===== config.mk =====
export PLATFORM = sky130hd
export DESIGN_NAME = hog_window_sequencer
export DESIGN_NICKNAME = d
export VERILOG_FILES = /design/src/rtl/hog_seq_pkg.sv /design/src/rtl/hog_window_sequencer_extract.sv /design/src/rtl/hog_window_sequencer.sv
export SDC_FILE = /design/constraint.sdc
export NUM_CORES = 2
export LEC_CHECK = 0
export CORE_ASPECT_RATIO = 1.5
export CORE_MARGIN = 5
export CORE_UTILIZATION = 55
export CTS_CLUSTER_DIAMETER = 120
export DETAILED_ROUTE_END_ITERATION = 6
export GPL_TIMING_DRIVEN = 0
export HOLD_SLACK_MARGIN = 0.1
export PLACE_DENSITY = 0.76
export SLEW_MARGIN = 20
export SYNTH_ARGS = -nofsm -noshare
export SYNTH_HDL_FRONTEND = slang
export SYNTH_SLANG_ARGS = --single-unit

===== constraint.sdc =====
create_clock -name clk -period 226.8 [get_ports clk]
set_clock_uncertainty 0.15 [all_clocks]
set_input_delay 34.02 -clock clk [delete_from_list [all_inputs] [get_ports clk]]
set_output_delay 34.02 -clock clk [all_outputs]
set_load 0.02 [all_outputs]

===== src/rtl/hog_seq_pkg.sv =====
// Shared state type and derived geometry for the HOG window sequencer.
// HOG_SEQ_BORDER_REPLICATE_EN switches the geometry to full-frame, edge-replicated output.
package hog_seq_pkg;

    typedef enum logic {FILL = 1'b0, SWEEP = 1'b1} state_t;

    function automatic int idx(input int r, input int c);
        return 3 * r + c;
    endfunction

`ifdef HOG_SEQ_BORDER_REPLICATE_EN
    function automatic int span_of(input int row_pix);
        return row_pix;
    endfunction

    function automatic int orows_of(input int frame_rows);
        return frame_rows;
    endfunction
`else
    function automatic int span_of(input int row_pix);
        return row_pix - 2;
    endfunction

    function automatic int orows_of(input int frame_rows);
        return frame_rows - 2;
    endfunction
`endif

    function automatic int beats_of(input int row_pix, input int lanes);
        return span_of(row_pix) / lanes;
    endfunction

    function automatic int width_of(input int n);
        return (n > 1) ? $clog2(n) : 1;
    endfunction

endpackage


===== src/rtl/hog_window_sequencer_extract.sv =====
// Combinational window builder: LANES adjacent 3x3 windows from three buffered rows.
// HOG_SEQ_BORDER_REPLICATE_EN adds column clamping to the nearest edge pixel.
module hog_win_extract import hog_seq_pkg::*; #(
    parameter int PIX_W   = 8,
    parameter int ROW_PIX = 70,
    parameter int LANES   = 4,
    parameter int CW      = 1
) (
    input  logic [ROW_PIX*PIX_W-1:0]   row_top,
    input  logic [ROW_PIX*PIX_W-1:0]   row_mid,
    input  logic [ROW_PIX*PIX_W-1:0]   row_bot,
    input  logic [CW-1:0]              beat,
    output logic [LANES*9*PIX_W-1:0]   win
);

    logic [ROW_PIX*PIX_W-1:0] rows [3];

    assign rows[0] = row_top;
    assign rows[1] = row_mid;
    assign rows[2] = row_bot;

    always_comb begin : build
        int col;
        col = 0;
        win = '0;
        for (int k = 0; k < LANES; k++) begin
            for (int r = 0; r < 3; r++) begin
                for (int c = 0; c < 3; c++) begin
`ifdef HOG_SEQ_BORDER_REPLICATE_EN
                    // Centre column is beat*LANES+k; neighbours clamp to the row edges.
                    col = int'(beat) * LANES + k + c - 1;
                    if (col < 0)
                        col = 0;
                    else if (col > ROW_PIX - 1)
                        col = ROW_PIX - 1;
`else
                    col = int'(beat) * LANES + k + c;
`endif
                    win[(k*9 + idx(r, c))*PIX_W +: PIX_W] = rows[r][col*PIX_W +: PIX_W];
                end
            end
        end
    end

endmodule


===== src/rtl/hog_window_sequencer.sv =====
// Row-stream front end: 3-row line buffer, FILL/SWEEP sequencing, LANES windows per beat.
// Build option HOG_SEQ_BORDER_REPLICATE_EN emits every centre with edge replication.
module hog_window_sequencer import hog_seq_pkg::*; #(
    parameter int  PIX_W      = 8,
    parameter int  ROW_PIX    = 70,
    parameter int  FRAME_ROWS = 160,
    parameter int  LANES      = 4,
    localparam int BEATS      = beats_of(ROW_PIX, LANES),
    localparam int OROWS      = orows_of(FRAME_ROWS),
    localparam int RW         = width_of(FRAME_ROWS),
    localparam int CW         = width_of(BEATS)
) (
    input  logic                       clk,
    input  logic                       rst,
    input  logic                       frame_abort,
    input  logic                       in_valid,
    output logic                       in_ready,
    input  logic [ROW_PIX*PIX_W-1:0]   in_row,
    output logic                       out_valid,
    input  logic                       out_ready,
    output logic [LANES*9*PIX_W-1:0]   win_out,
    output logic [RW-1:0]              cnt_row,
    output logic [CW-1:0]              cnt_col,
    output logic                       out_sof,
    output logic                       out_eol,
    output logic                       out_eof
);

    if (span_of(ROW_PIX) % LANES != 0) begin : g_bad_lanes
        $error("hog_window_sequencer: row span not divisible by LANES");
    end
    if (FRAME_ROWS < 3) begin : g_bad_rows
        $error("hog_window_sequencer: FRAME_ROWS must be at least 3");
    end

    state_t                    state;
    logic [1:0]                occ;
    logic [1:0]                occ_next;
    logic [1:0]                occ_target;
    logic [ROW_PIX*PIX_W-1:0]  r0, r1, r2, row_top;
    logic [LANES*9*PIX_W-1:0]  win_raw;
    logic                      kill, in_hs, out_hs, last_col, last_row, shift_in;

    assign kill     = rst | frame_abort;
    assign in_hs    = in_valid & in_ready;
    assign out_hs   = out_valid & out_ready;
    assign last_col = (cnt_col == CW'(BEATS - 1));
    assign last_row = (cnt_row == RW'(OROWS - 1));
    assign occ_next = occ + 2'd1;

`ifdef HOG_SEQ_BORDER_REPLICATE_EN
    // Centre 0 replicates row 0 upward; the final centre reuses the newest row as its bottom.
    assign occ_target = (cnt_row == '0) ? 2'd2 : 2'd3;
    assign shift_in   = out_hs & last_col & (cnt_row == RW'(FRAME_ROWS - 2));
    assign row_top    = (cnt_row == '0) ? r1 : r0;
`else
    assign occ_target = 2'd3;
    assign shift_in   = 1'b0;
    assign row_top    = r0;
`endif

    assign out_sof = out_valid & (cnt_row == '0) & (cnt_col == '0);
    assign out_eol = out_valid & last_col;
    assign out_eof = out_valid & last_col & last_row;
    assign win_out = out_valid ? win_raw : '0;

    always_ff @(posedge clk) begin
        if (kill) begin
            state     <= FILL;
            occ       <= '0;
            cnt_row   <= '0;
            cnt_col   <= '0;
            in_ready  <= 1'b1;
            out_valid <= 1'b0;
        end else begin
            case (state)
                FILL: begin
                    if (in_hs) begin
                        occ <= occ_next;
                        if (occ_next == occ_target) begin
                            state     <= SWEEP;
                            in_ready  <= 1'b0;
                            out_valid <= 1'b1;
                        end
                    end
                end
                SWEEP: begin
                    if (out_hs) begin
                        if (!last_col) begin
                            cnt_col <= cnt_col + 1'b1;
                        end else begin
                            cnt_col <= '0;
                            if (last_row) begin
                                state     <= FILL;
                                occ       <= '0;
                                cnt_row   <= '0;
                                in_ready  <= 1'b1;
                                out_valid <= 1'b0;
                            end else begin
                                cnt_row <= cnt_row + 1'b1;
                                if (!shift_in) begin
                                    state     <= FILL;
                                    occ       <= 2'd2;
                                    in_ready  <= 1'b1;
                                    out_valid <= 1'b0;
                                end
                            end
                        end
                    end
                end
                default: state <= FILL;
            endcase
        end
    end

    // Line buffer has no reset: occupancy alone decides which rows are meaningful.
    always_ff @(posedge clk) begin
        if (!kill && in_hs) begin
            r0 <= r1;
            r1 <= r2;
            r2 <= in_row;
        end else if (!kill && shift_in) begin
            r0 <= r1;
            r1 <= r2;
        end
    end

    hog_win_extract #(
        .PIX_W   (PIX_W),
        .ROW_PIX (ROW_PIX),
        .LANES   (LANES),
        .CW      (CW)
    ) u_extract (
        .row_top (row_top),
        .row_mid (r1),
        .row_bot (r2),
        .beat    (cnt_col),
        .win     (win_raw)
    );

endmodule

# Yosys cells after proc, flatten, opt, wreduce, memory -nomap -nowiden
# Cells that the tools add are included.
totals:
  register_bits: 1698
  word_cells: 97
  input_bits: 565
  output_inout_bits: 306
classes:
  n_mux: 23
  n_reduce_logical: 8
  bitwise: 8
  add_sub_neg: 12
  shifts: 30
  n_eq_ne: 7
ops:
  columns: ["cell", "n"]
  rows:
  - ["$shiftx 560x32->8", 23]
  - ["$shiftx 560x12->8", 4]
  - ["$shiftx 560x11->8", 3]
  - ["$mux 288", 1]
  - ["$add 29x2->29 const B", 3]
  - ["$add 29x3->29 const B", 3]
  - ["$add 7x2->8 const B", 2]
  - ["$mux 1", 12]
  - ["$add 7x1->8 const B", 1]
  - ["$add 8x1->8 const B", 1]
  - ["$eq 8x8->1 const B", 1]
  - ["$logic_not 8->1", 1]
  - ["$mux 2", 4]
  - ["$mux 8", 1]
  - ["$and 1x1->1", 6]
  - ["$pmux 1 s2", 3]
  - ["$reduce_and 3->1", 2]
  - ["$add 5x1->5 const B", 1]
  - ["$eq 5x5->1 const B", 1]
  - ["$logic_not 5->1", 1]
  - ["$mux 5", 1]
  - ["$ne 2x1->1 const B", 2]
  - ["$ne 2x2->1 const B", 2]
  - ["$pmux 2 s2", 1]
  - ["8 further kinds", 8]

# Longest topological paths before layout
depth:
  depth_word: 5
  ltp_mapped: 17

# Modules after synthesis
# Synthesis repeated with hierarchy kept, for this count alone.
hier_totals:
  hier_cells: 4441
  hier_area_um2: 78348.9
modules_own_cells:
  columns: ["mod", "instances", "area_each_um2", "cells_per_inst"]
  rows:
  - ["hog_window_sequencer", 1, 53327.4, 2109]
  - ["hog_win_extract", 1, 25021.5, 2332]

# Least setup slack after synthesis
# OpenSTA, ideal clock, no wires.
synth_path:
  kind: "input to register"
  startpoint: "input port frame_abort"
  endpoint: "register r0[0], enable pin"
  setup_time_ns: 3.778
  arrival_time_ns: 104.026
  path_buffers: 1
  required_time_ns: 222.872
  slack_ns: 118.846
  cell_stages: 3
  path_cell_list: "or2_2 > clkbuf_1 > nor2_1"
synth_via:
  elab_chain_cells: 3
synth_lines:
  columns: ["element", "line_no", "source"]
  rows:
  - ["from (decl)", "hog_window_sequencer.sv:15", "input logic frame_abort,"]
  - ["$or 1x1->1", "hog_window_sequencer.sv:44", "assign kill = rst | frame_abort;"]
  - ["$logic_not 1->1", null, null]
  - ["$logic_and 1x1->1", "hog_window_sequencer.sv:118", "if (!kill && in_hs) begin"]
  - ["to (signal assigned)", "hog_window_sequencer.sv:119", "r0 <= r1;"]
  - ["to (signal assigned)", "hog_window_sequencer.sv:123", "r0 <= r1;"]
  - ["to (decl)", "hog_window_sequencer.sv:40", "logic [ROW_PIX*PIX_W-1:0] r0, r1, r2, row_top;"]
# No other way between the ends.
# A chain may end at the register's enable or synchronous reset.

# Worst setup path after layout
layout_path:
  startpoint: "register cnt_col[0]"
  endpoint: "output port win_out[227]"
layout_via:
  elab_chain_cells: 4
layout_lines:
  columns: ["element", "line_no", "source"]
  rows:
  - ["from (decl)", "hog_window_sequencer.sv:23", "output logic [CW-1:0] cnt_col,"]
  - ["from (signal assigned)", "hog_window_sequencer.sv:90", "cnt_col <= cnt_col + 1'b1;"]
  - ["$add 7x2->8", "hog_window_sequencer_extract.sv:37", "col = int'(beat) * LANES + k + c;"]
  - ["$add 29x2->29", "hog_window_sequencer_extract.sv:37", null]
  - ["$shiftx 560x32->8", "hog_window_sequencer_extract.sv:39", "win[(k*9 + idx(r, c))*PIX_W +: PIX_W] = rows[r][col*PIX_W +: PIX_W];"]
  - ["$mux 288", "hog_window_sequencer.sv:65", "assign win_out = out_valid ? win_raw : '0;"]
  - ["to (decl)", "hog_window_sequencer.sv:21", "output logic [LANES*9*PIX_W-1:0] win_out,"]
# No other way between the ends.

==> metrics.md <==
| Metric | Value |
|---|---|
| Outcome | `finished clean` |
| IO Count | `871` |
| Htree depth | `4` |
| # setup viols final | `0` |
| Vias per inst | `6.61` |
| Min-Delay Path Depth | `0` |
| Yosys reg bits | `1698` |
| Fin area | `90600 µm²` |
| TritonCTS clock tree | `built` |
| Number of CTS-inserted buffers | `157` |
| Grt total ovfl | `0` |
| RSZ-0062 raised after global routing | `false` |
| Routed Antenna Nets | `0` |
| Critical Path RT | `192.63 ns` |
| Avg Cell Area, Syn | `19.8 µm²` |
| DP HPWL | `208000 µm` |
| Total negative slack | `0 ns` |
| Vias in the first global route | `44689` |
| Final worst slack | `185.13 ns` |
| Port buffer count | `870` |
| NumNets Final | `5355` |
| Reg2reg end | `cnt_col[1]` |
| Final worst path period need | `41.67 ns` |
| Met1 WL | `78200 µm` |
| Placed cell area | `85500 µm²` |
| Total Wirelength | `267000 µm` |
| Max VDD drop | `7.56 µV` |
| Leak pwr | `0.0298 µW` |
| Reg clk slew, reported paths | `0.07 ns` |
| Top sig layer | `met5` |
| Root Buffer | `clkbuf_16` |
| Pin count of the biggest net entering global routing | `32` |
| CP Max Fanout | `10` |
| Number of enable flip-flop cells after synthesis | `1680` |
| Clock Path Buffers | `3` |
| First-pass GRT wire length | `358000 µm` |
| Post-place setup slack | `186.12 ns` |
| Clk_lat worst skew | `0.82 ns` |
| Clock sink count | `1698` |
| Routed met3 length | `29500 µm` |
| CP Class | `reg -> out` |
| Die area | `139000 µm²` |
| Initial core utilization | `55.3%` |
| Ys async rst share | `0%` |
| Max_cap viols | `0` |
| Hold Crit Start | `r2[57]` |
| Final Max Tran Viols | `0` |
| Seq/Total Area, Yosys | `70.0%` |
| Crit. End Element | `output port` |
| Initial antenna violation count | `55` |
| Synth Net Count | `4236` |
| Main synth FF type | `edfxtp_1` |
| Maximum achievable frequency | `0.0240 GHz` |
| Core Area | `131000 µm²` |
| Row cnt | `163` |
| Met2 wire length | `133000 µm` |
| PostCTS Resize Cnt | `0` |
| DR iter-0 viols | `5852` |
| Reg2Reg Depth | `16` |
| Mapped Area | `72600 µm²` |
| Pwr Total | `651 µW` |
| GRT Total Usage | `38.1%` |
| Warnings, synthesis | `0` |
| Placed insts | `6357` |
| Hold crit path type | `reg -> reg` |
| Die H | `455 µm` |
| Slew margin rel. | `6.61%` |
| Final period util | `18.4%` |
| Pwr Density | `7.19 nW/µm²` |
| Final Hold Fails | `0` |
| Type of origin of the critical path | `flop` |
| Post-CTS Hold Buffers | `0` |
| Mapped Cells | `3665` |
| DRT Pass-1 Iters | `6` |
| Arrival time at the worst endpoint | `7.50 ns` |
| Slew @ Worst Pin | `1.39 ns` |
| R2r setup slk | `221.45 ns` |
| Share of cells above drive strength 1 | `25.1%` |
| WL/cell | `40.1 µm` |
| DIE WIDTH | `307 µm` |
| Layout area overhead | `24.8%` |
| Routability cong. | `0.988` |
| Synth unique cells | `47` |
| Reg-to-reg startpoint | `cnt_col[0]` |
| Via count | `44010` |
| Postcts setup bufs | `0` |
| Hold EP | `r1[57]` |
| Remaining DRCs | `0` |
| Final non-filler cell total | `6662` |
flip-flops by register name, indices dropped and copies added, names as in the netlist:
signal / count
r0: 560
r1: 560
r2: 560
cnt_row: 8
cnt_col: 5
occ: 2
in_ready: 1
out_valid: 1
state: 1
kinds of logic after synthesis:
family | share of synthesized area, %
muxes | 21.7
DFF | 70.0
and+or+nand+nor | 1.95
adders and majority gates | 0.103
buffers and inverters | 3.09
xor gates and xnor gates | 0.131
AOI/OAI and AO/OA | 2.99
metal layers:
layer,GRT usage (%),up-vias
met1,40.6,22268
met2,64.4,3413
met3,10.9,878
met4,28.7,66
met5,0,-
li1,-,17385
cells in the final DEF (no fill, tap or decap), drive strengths merged, types with 7 or more instances in the layout:
cell type / n
buf: 398
o221ai: 38
clkdlybuf4s50: 870
o22ai: 20
o21ai: 102
edfxtp: 1680
mux4: 566
diode: 16
clkinv: 63
clkinvlp: 7
nand2: 265
o22a: 49
dfxtp: 18
nor2: 33
mux2: 11
a21oi: 119
clkbuf: 272
mux2i: 290
bufinv: 15
inv: 22
o32ai: 10
nand3: 18
per-stage QoR:
step,hold WS (ns),util [%]
after floorplan,0.271,-
after global placement,0.275,63.5
after detailed placement,0.278,65.1
after CTS,0.292,69.0
after global routing,0.298,69.0
final,0.289,69.0
cell usage after synthesis (all sizes together) (20+ instances only):
master,number,area share [%]
nor2,33,0.17
mux2i,290,4.0
o21ai,102,0.70
edfxtp,1680,70
buf,308,2.6
o22a,49,0.59
a21oi,119,0.82
nand2,265,1.4
o221ai,38,0.54
mux4,566,18
o22ai,20,0.17
clkbuf,74,0.38
final cells by class:
cell class,instances,area [µm²]
buffer,382,2220
tap,1732,2170
antenna,16,40.0
inverter,16,60.1
fill,8515,40700
sequential,1698,50800
clock inverter,91,920
multi-input combinational,1569,19600
timing repair buffer,960,10600
clock buffer,198,4190
power by group:
group | internal, µW | switching (µW)
combinational | 14.6 | 10.3
sequential | 353 | 5.43
clock | 149 | 119
worst max-delay path, cell delays in order, from the launching register on:
cell             delay [ns]
dfxtp_1                0.36
buf_2                  0.18
buf_4                  0.22
buf_4                  0.30
buf_2                  0.57
buf_2                  0.56
buf_2                  0.55
inv_1                  0.09
ha_1                   0.29
buf_2                  0.16
buf_2                  0.44
buf_2                  0.50
buf_2                  0.46
nand3_1                0.12
a21oi_1                0.18
nor2_1                 0.19
o32ai_1                0.62
buf_4                  0.21
clkdlybuf4s50_1        0.60
worst max path at each step:
stage                            from           end  cells after the start
after floorplan           frame_abort         r0[0]                      3
after global placement    frame_abort       r2[181]                      4
after detailed placement   cnt_col[0]  win_out[225]                     18
after CTS                  cnt_col[0]  win_out[225]                     18
after global routing       cnt_col[0]  win_out[227]                     18
final                      cnt_col[0]  win_out[227]                     18
Power figures use the tool's default switching activity.
